[src/rtl/multicycle_control_unit_if.sv]
// Data-memory bus between the multi-cycle control unit (master) and data memory (slave).
interface multicycle_control_unit_if #(
  parameter int XLEN = 32
);
  logic              mem_req;
  logic              mem_we;
  logic [XLEN-1:0]   mem_addr;
  logic [XLEN-1:0]   mem_wdata;
  logic [XLEN/8-1:0] mem_be;
  logic [XLEN-1:0]   mem_rdata;
  logic              mem_ready;

  modport master (
    output mem_req, mem_we, mem_addr, mem_wdata, mem_be,
    input  mem_rdata, mem_ready
  );

  modport slave (
    input  mem_req, mem_we, mem_addr, mem_wdata, mem_be,
    output mem_rdata, mem_ready
  );
endinterface

[src/rtl/multicycle_control_unit.sv]
// RV32I multi-cycle control unit: IDLE -> EXEC -> (MEM) -> WB | TRAP, all outputs registered.
module multicycle_control_unit #(
  parameter int XLEN        = 32,
  parameter int MEM_TIMEOUT = 16,
  parameter bit TRAP_EN     = 1'b1
) (
  input  logic                       clk,
  input  logic                       rst,
  input  logic                       instr_valid,
  input  logic [6:0]                 opcode,
  input  logic [2:0]                 funct3,
  input  logic [4:0]                 rd,
  input  logic [XLEN-1:0]            rs1_val,
  input  logic [XLEN-1:0]            rs2_val,
  input  logic [XLEN-1:0]            imm,
  input  logic [XLEN-1:0]            pc,
  input  logic [XLEN-1:0]            alu_result,
  multicycle_control_unit_if.master  mem_if,
  output logic                       instr_ready,
  output logic                       alu_en,
  output logic                       rf_we,
  output logic [4:0]                 rf_waddr,
  output logic [XLEN-1:0]            rf_wdata,
  output logic                       pc_we,
  output logic [XLEN-1:0]            pc_next,
  output logic                       trap,
  output logic [1:0]                 trap_cause
);
  localparam int LANES = XLEN / 8;
  localparam int LW    = (LANES > 1) ? $clog2(LANES) : 1;
  localparam int CW    = (MEM_TIMEOUT > 0) ? $clog2(MEM_TIMEOUT + 1) : 1;
  localparam logic [XLEN-1:0] ZERO = {XLEN{1'b0}};

  localparam logic [6:0] OP_LUI    = 7'b0110111;
  localparam logic [6:0] OP_AUIPC  = 7'b0010111;
  localparam logic [6:0] OP_JAL    = 7'b1101111;
  localparam logic [6:0] OP_JALR   = 7'b1100111;
  localparam logic [6:0] OP_BRANCH = 7'b1100011;
  localparam logic [6:0] OP_LOAD   = 7'b0000011;
  localparam logic [6:0] OP_STORE  = 7'b0100011;
  localparam logic [6:0] OP_IMM    = 7'b0010011;
  localparam logic [6:0] OP_REG    = 7'b0110011;

  typedef enum logic [2:0] {S_IDLE, S_EXEC, S_MEM, S_WB, S_TRAP} state_t;

  state_t            state_r;
  logic [6:0]        op_r;
  logic [2:0]        f3_r;
  logic [4:0]        rd_r;
  logic [XLEN-1:0]   rs1_r, rs2_r, imm_r, pc_r;
  logic [XLEN-1:0]   wbv_r, pcn_r;
  logic [CW-1:0]     cnt_r;

  logic [XLEN-1:0]   raw_addr_s, addr_s, pc4_s, pcimm_s, pcn_s, wbv_s;
  logic [XLEN-1:0]   wdata_s, shifted_s, load_s;
  logic [LANES-1:0]  be_s;
  logic [LW-1:0]     lane_s;
  logic [2:0]        nbytes_s;
  logic              misalign_s, illegal_s, is_mem_s, is_alu_s, writes_rd_s;
  logic              taken_s, alu_in_s;

  // Address generation, store lanes, load extraction, branch resolution and decode checks.
  always_comb begin
    raw_addr_s = rs1_r + imm_r;
    addr_s     = raw_addr_s;
    misalign_s = 1'b0;
    nbytes_s   = 3'd4;
    case (f3_r[1:0])
      2'b00:   nbytes_s = 3'd1;
      2'b01:   begin nbytes_s = 3'd2; misalign_s = raw_addr_s[0]; addr_s[0] = 1'b0; end
      default: begin nbytes_s = 3'd4; misalign_s = |raw_addr_s[1:0]; addr_s[1:0] = 2'b00; end
    endcase
    lane_s  = addr_s[LW-1:0];
    be_s    = {LANES{1'b0}};
    wdata_s = ZERO;
    for (int i = 0; i < LANES; i++) begin
      be_s[i] = (i >= int'(lane_s)) && (i < (int'(lane_s) + int'(nbytes_s)));
      wdata_s[8*i +: 8] = rs2_r[8*(i % int'(nbytes_s)) +: 8];
    end

    // Memory returns the full bus word; the lane shift brings the addressed datum to bit 0.
    shifted_s = mem_if.mem_rdata >> {lane_s, 3'b000};
    case (f3_r)
      3'b000:  load_s = XLEN'($signed(shifted_s[7:0]));
      3'b001:  load_s = XLEN'($signed(shifted_s[15:0]));
      3'b010:  load_s = XLEN'($signed(shifted_s[31:0]));
      3'b100:  load_s = XLEN'(shifted_s[7:0]);
      3'b101:  load_s = XLEN'(shifted_s[15:0]);
      default: load_s = shifted_s;
    endcase

    case (f3_r)
      3'b000:  taken_s = (rs1_r == rs2_r);
      3'b001:  taken_s = (rs1_r != rs2_r);
      3'b100:  taken_s = ($signed(rs1_r) < $signed(rs2_r));
      3'b101:  taken_s = !($signed(rs1_r) < $signed(rs2_r));
      3'b110:  taken_s = (rs1_r < rs2_r);
      3'b111:  taken_s = !(rs1_r < rs2_r);
      default: taken_s = 1'b0;
    endcase

    pc4_s       = pc_r + XLEN'(4);
    pcimm_s     = pc_r + imm_r;
    pcn_s       = pc4_s;
    wbv_s       = ZERO;
    illegal_s   = 1'b0;
    is_mem_s    = 1'b0;
    is_alu_s    = 1'b0;
    writes_rd_s = 1'b1;
    // Reserved funct3 encodings of load/store/branch are treated like unknown opcodes.
    case (op_r)
      OP_REG, OP_IMM: is_alu_s = 1'b1;
      OP_LUI:    wbv_s = imm_r;
      OP_AUIPC:  wbv_s = pcimm_s;
      OP_JAL:    begin wbv_s = pc4_s; pcn_s = pcimm_s; end
      OP_JALR:   begin wbv_s = pc4_s; pcn_s = {raw_addr_s[XLEN-1:1], 1'b0}; end
      OP_BRANCH: begin
        writes_rd_s = 1'b0;
        pcn_s       = taken_s ? pcimm_s : pc4_s;
        illegal_s   = (f3_r[2:1] == 2'b01);
      end
      OP_LOAD:   begin
        is_mem_s  = 1'b1;
        illegal_s = (f3_r == 3'b011) || (f3_r[2:1] == 2'b11);
      end
      OP_STORE:  begin
        is_mem_s    = 1'b1;
        writes_rd_s = 1'b0;
        illegal_s   = f3_r[2] || (f3_r[1:0] == 2'b11);
      end
      default:   begin illegal_s = 1'b1; writes_rd_s = 1'b0; end
    endcase

    alu_in_s = (opcode == OP_REG) || (opcode == OP_IMM);
  end

  // Sequencer: state, latched instruction, timeout counter and every registered output.
  always_ff @(posedge clk) begin
    if (rst) begin
      state_r          <= S_IDLE;
      op_r             <= 7'd0;
      f3_r             <= 3'd0;
      rd_r             <= 5'd0;
      rs1_r            <= ZERO;
      rs2_r            <= ZERO;
      imm_r            <= ZERO;
      pc_r             <= ZERO;
      wbv_r            <= ZERO;
      pcn_r            <= ZERO;
      cnt_r            <= {CW{1'b0}};
      instr_ready      <= 1'b1;
      alu_en           <= 1'b0;
      mem_if.mem_req   <= 1'b0;
      mem_if.mem_we    <= 1'b0;
      mem_if.mem_addr  <= ZERO;
      mem_if.mem_wdata <= ZERO;
      mem_if.mem_be    <= {LANES{1'b0}};
      rf_we            <= 1'b0;
      rf_waddr         <= 5'd0;
      rf_wdata         <= ZERO;
      pc_we            <= 1'b0;
      pc_next          <= ZERO;
      trap             <= 1'b0;
      trap_cause       <= 2'd0;
    end else begin
      alu_en <= 1'b0;
      rf_we  <= 1'b0;
      pc_we  <= 1'b0;
      trap   <= 1'b0;
      case (state_r)
        S_IDLE: begin
          if (instr_valid) begin
            op_r        <= opcode;
            f3_r        <= funct3;
            rd_r        <= rd;
            rs1_r       <= rs1_val;
            rs2_r       <= rs2_val;
            imm_r       <= imm;
            pc_r        <= pc;
            alu_en      <= alu_in_s;
            instr_ready <= 1'b0;
            state_r     <= S_EXEC;
          end else begin
            state_r <= S_IDLE;
          end
        end
        S_EXEC: begin
          wbv_r <= wbv_s;
          pcn_r <= pcn_s;
          if (illegal_s) begin
            trap       <= 1'b1;
            trap_cause <= 2'd0;
            state_r    <= S_TRAP;
          end else if (is_mem_s && misalign_s && TRAP_EN) begin
            trap       <= 1'b1;
            trap_cause <= 2'd1;
            state_r    <= S_TRAP;
          end else if (is_mem_s) begin
            mem_if.mem_req   <= 1'b1;
            mem_if.mem_we    <= (op_r == OP_STORE);
            mem_if.mem_addr  <= addr_s;
            mem_if.mem_wdata <= wdata_s;
            mem_if.mem_be    <= be_s;
            cnt_r            <= {CW{1'b0}};
            state_r          <= S_MEM;
          end else begin
            state_r <= S_WB;
          end
        end
        S_MEM: begin
          // A response in the final allowed cycle still completes the access.
          if (mem_if.mem_ready) begin
            mem_if.mem_req <= 1'b0;
            mem_if.mem_we  <= 1'b0;
            mem_if.mem_be  <= {LANES{1'b0}};
            wbv_r          <= load_s;
            state_r        <= S_WB;
          end else if (cnt_r == CW'(MEM_TIMEOUT)) begin
            mem_if.mem_req <= 1'b0;
            mem_if.mem_we  <= 1'b0;
            mem_if.mem_be  <= {LANES{1'b0}};
            trap           <= 1'b1;
            trap_cause     <= 2'd2;
            state_r        <= S_TRAP;
          end else begin
            cnt_r <= cnt_r + CW'(1);
          end
        end
        S_WB: begin
          pc_we       <= 1'b1;
          pc_next     <= pcn_r;
          rf_we       <= writes_rd_s && (rd_r != 5'd0);
          rf_waddr    <= rd_r;
          rf_wdata    <= is_alu_s ? alu_result : wbv_r;
          instr_ready <= 1'b1;
          state_r     <= S_IDLE;
        end
        S_TRAP: begin
          instr_ready <= 1'b1;
          state_r     <= S_IDLE;
        end
        default: begin
          instr_ready <= 1'b1;
          state_r     <= S_IDLE;
        end
      endcase
    end
  end
endmodule

[src/flat_wrapper.sv]
// flat-port wrapper written by rule: the top's interface ports become plain ports
module multicycle_control_unit_flat 
#(
  parameter int XLEN        = 32,
  parameter int MEM_TIMEOUT = 16,
  parameter bit TRAP_EN     = 1'b1
)
  (clk, rst, instr_valid, opcode, funct3, rd, rs1_val, rs2_val, imm, pc, alu_result, instr_ready, alu_en, rf_we, rf_waddr, rf_wdata, pc_we, pc_next, trap, trap_cause, mem_if_mem_req, mem_if_mem_we, mem_if_mem_addr, mem_if_mem_wdata, mem_if_mem_be, mem_if_mem_rdata, mem_if_mem_ready);
  multicycle_control_unit_if #(.XLEN(XLEN)) mem_if_i ();
  input  logic clk;
  input  logic rst;
  input  logic instr_valid;
  input  logic [6:0] opcode;
  input  logic [2:0] funct3;
  input  logic [4:0] rd;
  input  logic [XLEN-1:0] rs1_val;
  input  logic [XLEN-1:0] rs2_val;
  input  logic [XLEN-1:0] imm;
  input  logic [XLEN-1:0] pc;
  input  logic [XLEN-1:0] alu_result;
  output logic instr_ready;
  output logic alu_en;
  output logic rf_we;
  output logic [4:0] rf_waddr;
  output logic [XLEN-1:0] rf_wdata;
  output logic pc_we;
  output logic [XLEN-1:0] pc_next;
  output logic trap;
  output logic [1:0] trap_cause;
  output wire logic [$bits(mem_if_i.mem_req)-1:0] mem_if_mem_req;
  output wire logic [$bits(mem_if_i.mem_we)-1:0] mem_if_mem_we;
  output wire logic [$bits(mem_if_i.mem_addr)-1:0] mem_if_mem_addr;
  output wire logic [$bits(mem_if_i.mem_wdata)-1:0] mem_if_mem_wdata;
  output wire logic [$bits(mem_if_i.mem_be)-1:0] mem_if_mem_be;
  input wire logic [$bits(mem_if_i.mem_rdata)-1:0] mem_if_mem_rdata;
  input wire logic [$bits(mem_if_i.mem_ready)-1:0] mem_if_mem_ready;
  assign mem_if_mem_req = mem_if_i.mem_req;
  assign mem_if_mem_we = mem_if_i.mem_we;
  assign mem_if_mem_addr = mem_if_i.mem_addr;
  assign mem_if_mem_wdata = mem_if_i.mem_wdata;
  assign mem_if_mem_be = mem_if_i.mem_be;
  assign mem_if_i.mem_rdata = mem_if_mem_rdata;
  assign mem_if_i.mem_ready = mem_if_mem_ready;
  multicycle_control_unit #(.XLEN(XLEN), .MEM_TIMEOUT(MEM_TIMEOUT), .TRAP_EN(TRAP_EN)) u_core (.clk(clk), .rst(rst), .instr_valid(instr_valid), .opcode(opcode), .funct3(funct3), .rd(rd), .rs1_val(rs1_val), .rs2_val(rs2_val), .imm(imm), .pc(pc), .alu_result(alu_result), .mem_if(mem_if_i), .instr_ready(instr_ready), .alu_en(alu_en), .rf_we(rf_we), .rf_waddr(rf_waddr), .rf_wdata(rf_wdata), .pc_we(pc_we), .pc_next(pc_next), .trap(trap), .trap_cause(trap_cause));
endmodule
[config.mk]
export PLATFORM = sky130hd
export DESIGN_NAME = multicycle_control_unit_flat
export DESIGN_NICKNAME = d
export VERILOG_FILES = /design/src/rtl/multicycle_control_unit_if.sv /design/src/rtl/multicycle_control_unit.sv /design/src/flat_wrapper.sv
export SDC_FILE = /design/constraint.sdc
export NUM_CORES = 1
export LEC_CHECK = 0
export CAP_MARGIN = 20
export CORE_UTILIZATION = 40
export CTS_BUF_LIST = sky130_fd_sc_hd__clkbuf_4 sky130_fd_sc_hd__clkbuf_8 sky130_fd_sc_hd__clkbuf_16
export DETAILED_ROUTE_END_ITERATION = 7
export PLACE_DENSITY = 0.6
export SYNTH_ARGS = -nofsm -noshare
export SYNTH_HDL_FRONTEND = slang
export SYNTH_SLANG_ARGS = --single-unit
[constraint.sdc]
create_clock -name clk -period 5.7 [get_ports clk]
set_input_delay 1.14 -clock clk [delete_from_list [all_inputs] [get_ports clk]]
set_output_delay 1.14 -clock clk [all_outputs]
set_load 0.02 [all_outputs]
# Word level (Yosys, flattened, before mapping)
# Index checks and enable logic that the tools add are counted.
# W data, S select, Z words.
dict set report word_totals {
  ff_bits 361
  elab_cells 181
  output_inout_bits 146
  input_bits 211
}
dict set report classes {
  eq_ne 37
  bitwise_logic 6
  shift 5
  n_mux 58
  div 4
  reduce_logical 32
  addsub 5
  order_cmp 9
}
# cell count
set ops {}
lappend ops {{$pmux W32 S3} 2}
lappend ops {{$pmux W32 S4} 1}
lappend ops {{$shiftx A32 B32 Y8} 4}
lappend ops {{$mux W32} 3}
lappend ops {{$add A32 B32 Y32} 2}
lappend ops {{$lt A3 B32 Y1 const A} 2}
lappend ops {{$lt A32 B32 Y1} 2}
lappend ops {{$mod A3 B4 Y32 const A} 2}
lappend ops {{$pmux W32 S2} 1}
lappend ops {{$add A32 B3 Y32 const B} 1}
lappend ops {{$eq A32 B32 Y1} 1}
lappend ops {{$lt A1 B32 Y1 const A} 1}
lappend ops {{$lt A2 B32 Y1 const A} 1}
lappend ops {{$mod A1 B4 Y32 const A} 1}
lappend ops {{$mod A2 B4 Y32 const A} 1}
lappend ops {{$ne A32 B32 Y1} 1}
lappend ops {{$shr A32 B5 Y32} 1}
lappend ops {{$eq A7 B6 Y1 const B} 4}
lappend ops {{$mux W5} 5}
lappend ops {{$eq A7 B5 Y1 const B} 3}
lappend ops {{$eq A7 B7 Y1 const B} 3}
lappend ops {{$mux W1} 21}
lappend ops {{$mux W4} 5}
lappend ops {{$reduce_or A2 Y1} 7}
lappend ops {{40 further kinds} 81}

# Longest topological paths before layout
dict set report logic_depth {
  word_depth 10
  ltp_mapped 17
}

# Worst setup path after synthesis
# OpenSTA, ideal clock, no wires.
dict set report synth_path {
  path_kind {register to register}
  startpoint {reg u_core.f3_r[1]}
  endpoint {reg u_core.mem_if.mem_be[0]}
  stages_incl_launch_ff 17
  arrival_time_ps 3436
  slack_ps 2132
  cell_sequence {dfxtp_1 -> clkbuf_1 -> nor2_1 -> buf_1 -> inv_1 -> ha_1 -> inv_1 -> nand2_1 -> inv_1 -> buf_4 -> buf_1 -> ha_1 -> a211oi_1 -> a21oi_1 -> or2_2 -> o2111ai_1 -> a21oi_1}
}
dict set report synth_via {
  elab_chain_cells 10
  word_cells_on_any_way 26
  cone_classes {add/sub (1); order compare (2); eq/ne (7); mux (9); reduce/logical (7)}
}
# item line_no
set synth_rtl {}
lappend synth_rtl {{start, declared} multicycle_control_unit.sv:48} ;# logic [2:0] f3_r;
lappend synth_rtl {{start signal, assigned} multicycle_control_unit.sv:174} ;# f3_r <= funct3;
lappend synth_rtl {{$eq A2 B1 Y1 or $logic_not A2 Y1 (tied branches)} multicycle_control_unit.sv:68} ;# case (f3_r[1:0])
lappend synth_rtl {{$reduce_or A2 Y1 (no line) *} n/a}
lappend synth_rtl {{$mux W1 *} multicycle_control_unit.sv:68}
lappend synth_rtl {{net u_core.addr_s[1]} multicycle_control_unit.sv:54} ;# logic [XLEN-1:0] raw_addr_s, addr_s, pc4_s, pcimm_s, pcn_s, wbv_s;
lappend synth_rtl {{$add A2 B3 Y4} multicycle_control_unit.sv:77} ;# be_s[i] = (i >= int'(lane_s)) && (i < (int'(lane_s) + int'(nbytes_s)));
lappend synth_rtl {{$lt A1 B32 Y1} multicycle_control_unit.sv:77}
lappend synth_rtl {{$logic_and A1 B1 Y1 *} multicycle_control_unit.sv:77}
lappend synth_rtl {{$mux W4 *} multicycle_control_unit.sv:198} ;# end else if (is_mem_s) begin
lappend synth_rtl {{$mux W4 *} multicycle_control_unit.sv:194} ;# end else if (is_mem_s && misalign_s && TRAP_EN) begin
lappend synth_rtl {{$mux W4 *} multicycle_control_unit.sv:190} ;# if (illegal_s) begin
lappend synth_rtl {{$pmux W4 S2 *} multicycle_control_unit.sv:170} ;# case (state_r)
lappend synth_rtl {{end signal, assigned} multicycle_control_unit.sv:203} ;# mem_if.mem_be <= be_s;
lappend synth_rtl {{end signal, assigned} multicycle_control_unit.sv:215} ;# mem_if.mem_be <= {LANES{1'b0}};
lappend synth_rtl {{end signal, assigned} multicycle_control_unit.sv:221} ;# mem_if.mem_be <= {LANES{1'b0}};
lappend synth_rtl {{end, declared} multicycle_control_unit_if.sv:14} ;# output mem_req, mem_we, mem_addr, mem_wdata, mem_be,
# Mark *: on every way through the listed nets, which the timed path passes. The rest lies on a longest branch. The select of a mux whose other input is x is not followed.
# A chain may end at the register's enable or synchronous reset.

# Worst setup path after layout
dict set report layout_path {
  startpoint {reg u_core.f3_r[1]}
  endpoint {reg u_core.wbv_r[18]}
}
dict set report layout_via {
  elab_chain_cells 7
  word_cells_on_any_way 13
  cone_classes {eq/ne (4); shift (1); mux (5); reduce/logical (3)}
}
# item line_no
set layout_rtl {}
lappend layout_rtl {{$eq A2 B1 Y1 or $logic_not A2 Y1 (tied branches)} multicycle_control_unit.sv:68}
lappend layout_rtl {{$reduce_or A2 Y1 (no line)} n/a}
lappend layout_rtl {{$mux W1} multicycle_control_unit.sv:68}
lappend layout_rtl {{$shr A32 B5 Y32} multicycle_control_unit.sv:82} ;# shifted_s = mem_if.mem_rdata >> {lane_s, 3'b000};
lappend layout_rtl {{$pmux W32 S4 *} multicycle_control_unit.sv:83} ;# case (f3_r)
lappend layout_rtl {{$mux W32 *} multicycle_control_unit.sv:212} ;# if (mem_if.mem_ready) begin
lappend layout_rtl {{$pmux W32 S2 *} multicycle_control_unit.sv:170}
lappend layout_rtl {{end signal, assigned} multicycle_control_unit.sv:188} ;# wbv_r <= wbv_s;
lappend layout_rtl {{end signal, assigned} multicycle_control_unit.sv:216} ;# wbv_r <= load_s;
lappend layout_rtl {{end, declared} multicycle_control_unit.sv:51} ;# logic [XLEN-1:0] wbv_r, pcn_r;
# Every way passes the cells marked *; elsewhere a longest branch is shown, timed or not. The select of a mux whose other input is x is not followed.

==> results.toml <==
[cts]
clk_latency_ns = 0.59
htree_levels = 2
post-cts-setup-buffers = 0
cts_tree = "done"
cts_sinks = 361
numCtsBuffers = 42
clock_path_buffers = 3
clkSlewWorstSetupHoldPaths_ns = 0.06
cts_root_buffer = "clkbuf_16"
ctsHoldBuffers = 0
cts_resized = 0

[place]
dp_hpwl_um = 65200
io_buffers = 356
globalplace.congestion = 0.958

[timing]
finalCriticalPeriod_ns = 4.38
fmax_mhz = 228
rsz0062_at_grt = "no"
max_slew.worst_pin.slew_ns = 1.04
fin_hold_ws_ns = 0.452
tns_ns = 0
fin_crit_sh_pct = 76.8
hold_viol = 0
maxSlewHeadroom_pct = 30.9
final-max-slew-violation-count = 0
setup_viol = 0
worst_clock_skew_ns = 0.0299

[logic_synthesis]
synth-compound-area-share_pct = 24.5
synthAdderAreaFrac_pct = 6.85
synth_top_flop_cell = "dfxtp_1"
synth-async-reset-ratio_pct = 0
syn_avg_cell_area_um2 = 7.59
syn-cell-area_um2 = 20200
synth_cells = 2665
muxShareOfSynthArea_pct = 3.72
yosys.area_share.simple_pct = 21.1
synth_xor_xnor_area_share_pct = 3.72
synth_top_family_by_area = "compound AO/OA/AOI/OAI gates"
syn-num-nets = 2985
synth_cell_types = 81
synth_edf_count = 0
ys_seq_area_share_pct = 35.7
synth-seq-cells = 361
yosys_warnings = 0

[critical_path]
ff2ff_setup_slack_ns = 1.32
cp-end-kind = "flip-flop"
worstSetupStartpointType = "flip-flop"
worstReg2RegEnd = "u_core.wbv_r[18]$_SDFFE_PP0P_"
path_max_fanout = 18
ff2ff_path_depth = 14
worstPathRequired_ns = 6.21
cp.arrival_ns = 4.89
reg2reg_from = "u_core.f3_r[1]$_SDFFE_PP0P_"
setup.worst_path.class = "flip-flop to flip-flop"

[floorplan]
ioPinCount = 357
core-area_um2 = 50100
die_area_um2 = 51500
row_count = 82
die_h_um = 227
die_w_um = 227
initial_core_util_pct = 40.4

[min_path]
hold_depth = 2
min_to = "u_core.wbv_r[5]$_SDFFE_PP0P_"
hold_path_class = "flip-flop to flip-flop"
hold_path_startpoint = "u_core.wbv_r[5]$_SDFFE_PP0P_"

[global_routing]
globalRouteOverflowTotal = 0
grt_pass1_vias = 19800
grt_max_degree = 145
track_usage_pct = 32.3
grt_pass1_wl_um = 125000
antenna_found_initial = 0

[finish]
drive_above_1_share_pct = 4.80
num-fill-cells = 4990
antenna_cells = 0
final_net_count = 3245
layout_commonest_cell = "nand2_1"
layout-area-overhead-vs-synth_pct = 27.1
final_cell_mix = "nand2_1, a21oi_1, dfxtp_1, clkdlybuf4s50_1, nor2_1"

[route]
wl_um = 85400
num_vias = 21200
vias_per_cell = 5.84
drt_pass1_iterations = 5
wl_per_cell_um = 23.5
drt-initial-drc-count = 2130
route.detailed.drc = 0
ant_nets = 0

[power]
p_clk_share_pct = 40.6
p_int_w = 0.00472
p_per_area_nw_per_um2 = 266
p_sw_w = 0.00211
power.leakage_nw = 9.55
p_seq_share_pct = 40.8
combPwrFrac_pct = 18.5
swShare_pct = 30.8
max-vdd-ir-drop_uv = 224

[outcome]
status = "finished, final reports clean"

[flow_run]
maxCapViolCount = 0
[metrics by stage]
step / utilization, % / instances / cell area (µm²) / power, W / setup WS, ns
2_1_floorplan: - / 2665 / 20200 / 0.00352 / 2.13
5_1_grt: 51.4 / 3629 / 25700 / 0.00707 / 1.04
6_report: 51.4 / 3629 / 25700 / 0.00683 / 1.32
4_1_cts: 51.4 / 3629 / 25700 / 0.00684 / 1.36
3_3_place_gp: 48.5 / 3553 / 24300 / 0.00407 / 1.53
3_5_place_dp: 48.5 / 3553 / 24300 / 0.00408 / 1.39
[critical path, cell delays in order (launching register included)]
cell and delay, ns:
dfxtp_1 0.54, nor2b_1 0.18, inv_1 0.13, ha_1 0.54
inv_1 0.20, nand2_1 0.39, inv_1 0.19, buf_4 0.26
mux4_2 0.40, mux2i_1 0.09, o31ai_2 0.73, buf_4 0.28
a21oi_1 0.05, o21a_1 0.20, nor3_1 0.12
[state kept, by name (all words and copies together), names as in the netlist, 2 cells and up]
name	flops
u_core.imm_r	32
u_core.mem_if.mem_addr	32
u_core.mem_if.mem_wdata	32
u_core.pc_next	32
u_core.pc_r	32
u_core.pcn_r	32
u_core.rf_wdata	32
u_core.rs1_r	32
u_core.rs2_r	32
u_core.wbv_r	32
u_core.op_r	7
u_core.cnt_r	5
u_core.rd_r	5
u_core.rf_waddr	5
u_core.mem_if.mem_be	4
u_core.f3_r	3
u_core.state_r	3
u_core.trap_cause	2
[power by group through the flow]
stage          registers, W  clock network (W)  logic [W]
6_report            0.00279            0.00278    0.00126
5_1_grt             0.00279            0.00292    0.00136
2_1_floorplan       0.00275                  0   0.000772
3_5_place_dp        0.00284                  0    0.00123
3_3_place_gp        0.00284                  0    0.00123
4_1_cts             0.00278            0.00282    0.00124
[synth_stat cells, types with 8 or more instances]
library cell / number / share of area, %
o31ai_1: 16 / 0.59
a21o_1: 31 / 1.1
nand4_1: 23 / 0.71
a22oi_1: 11 / 0.41
o21a_1: 21 / 0.78
and3_1: 14 / 0.43
nor3_1: 48 / 1.2
o311ai_0: 8 / 0.35
mux2i_1: 65 / 3.2
a21oi_1: 362 / 9.0
nand3_1: 70 / 1.7
o21bai_1: 11 / 0.41
dfxtp_1: 361 / 36
a221oi_1: 18 / 0.78
ha_1: 106 / 6.6
nand2_1: 588 / 11
a211oi_1: 40 / 1.5
o21ai_0: 99 / 2.4
o211ai_1: 10 / 0.37
o22ai_1: 10 / 0.31
nor2b_1: 11 / 0.34
buf_1: 10 / 0.19
nor2_1: 208 / 3.9
xnor2_1: 49 / 2.1
xor2_1: 37 / 1.6
a221o_1: 8 / 0.40
nand2b_1: 9 / 0.28
inv_1: 62 / 1.1
a2111oi_0: 9 / 0.39
a31oi_1: 16 / 0.49
clkbuf_1: 152 / 2.8
a311oi_1: 35 / 1.5
o221ai_1: 24 / 1.0
[layer usage]
metal / vias up / routed length [µm] / track usage (%)
met5: - / 0 / 0
met4: 0 / 2850 / 10.5
met3: 150 / 6370 / 4.89
met2: 900 / 38000 / 50.8
met1: 10200 / 38200 / 45.3
li1: 9989 / - / -
[final cells by class]
type	instances	area (µm²)	share of cell area, %
flip-flops and latches	361	7230	28.1
multi-input cells	2069	12200	47.3
inverters	63	236	0.919
clock buffers	57	1230	4.79
clock inverters	19	181	0.705
well taps	672	841	3.27
repair buffers	388	3850	15.0
[how the worst max path moves through the flow]
stage,from,end,slack [ns],depth (start not counted)
after floorplan,u_core.f3_r[1]$_SDFFE_PP0P_,u_core.mem_if.mem_be[0]$_SDFFE_PP0P_,2.13,16
after global placement,u_core.f3_r[0]$_SDFFE_PP0P_,u_core.wbv_r[18]$_SDFFE_PP0P_,1.53,14
after detailed placement,u_core.f3_r[0]$_SDFFE_PP0P_,u_core.wbv_r[18]$_SDFFE_PP0P_,1.39,14
after CTS,u_core.f3_r[0]$_SDFFE_PP0P_,u_core.wbv_r[18]$_SDFFE_PP0P_,1.36,14
after global routing,u_core.f3_r[1]$_SDFFE_PP0P_,u_core.wbv_r[18]$_SDFFE_PP0P_,1.04,14
final,u_core.f3_r[1]$_SDFFE_PP0P_,u_core.wbv_r[18]$_SDFFE_PP0P_,1.32,14
[kinds of logic after synthesis]
logic type	count (synthesis)
muxes	73
adders and majority gates	109
buffers and inverters	235
and+or+nand+nor	1017
xor gates and xnor gates	86
DFF	361
AOI/OAI and AO/OA	784
(Power assumes the default switching activity.)
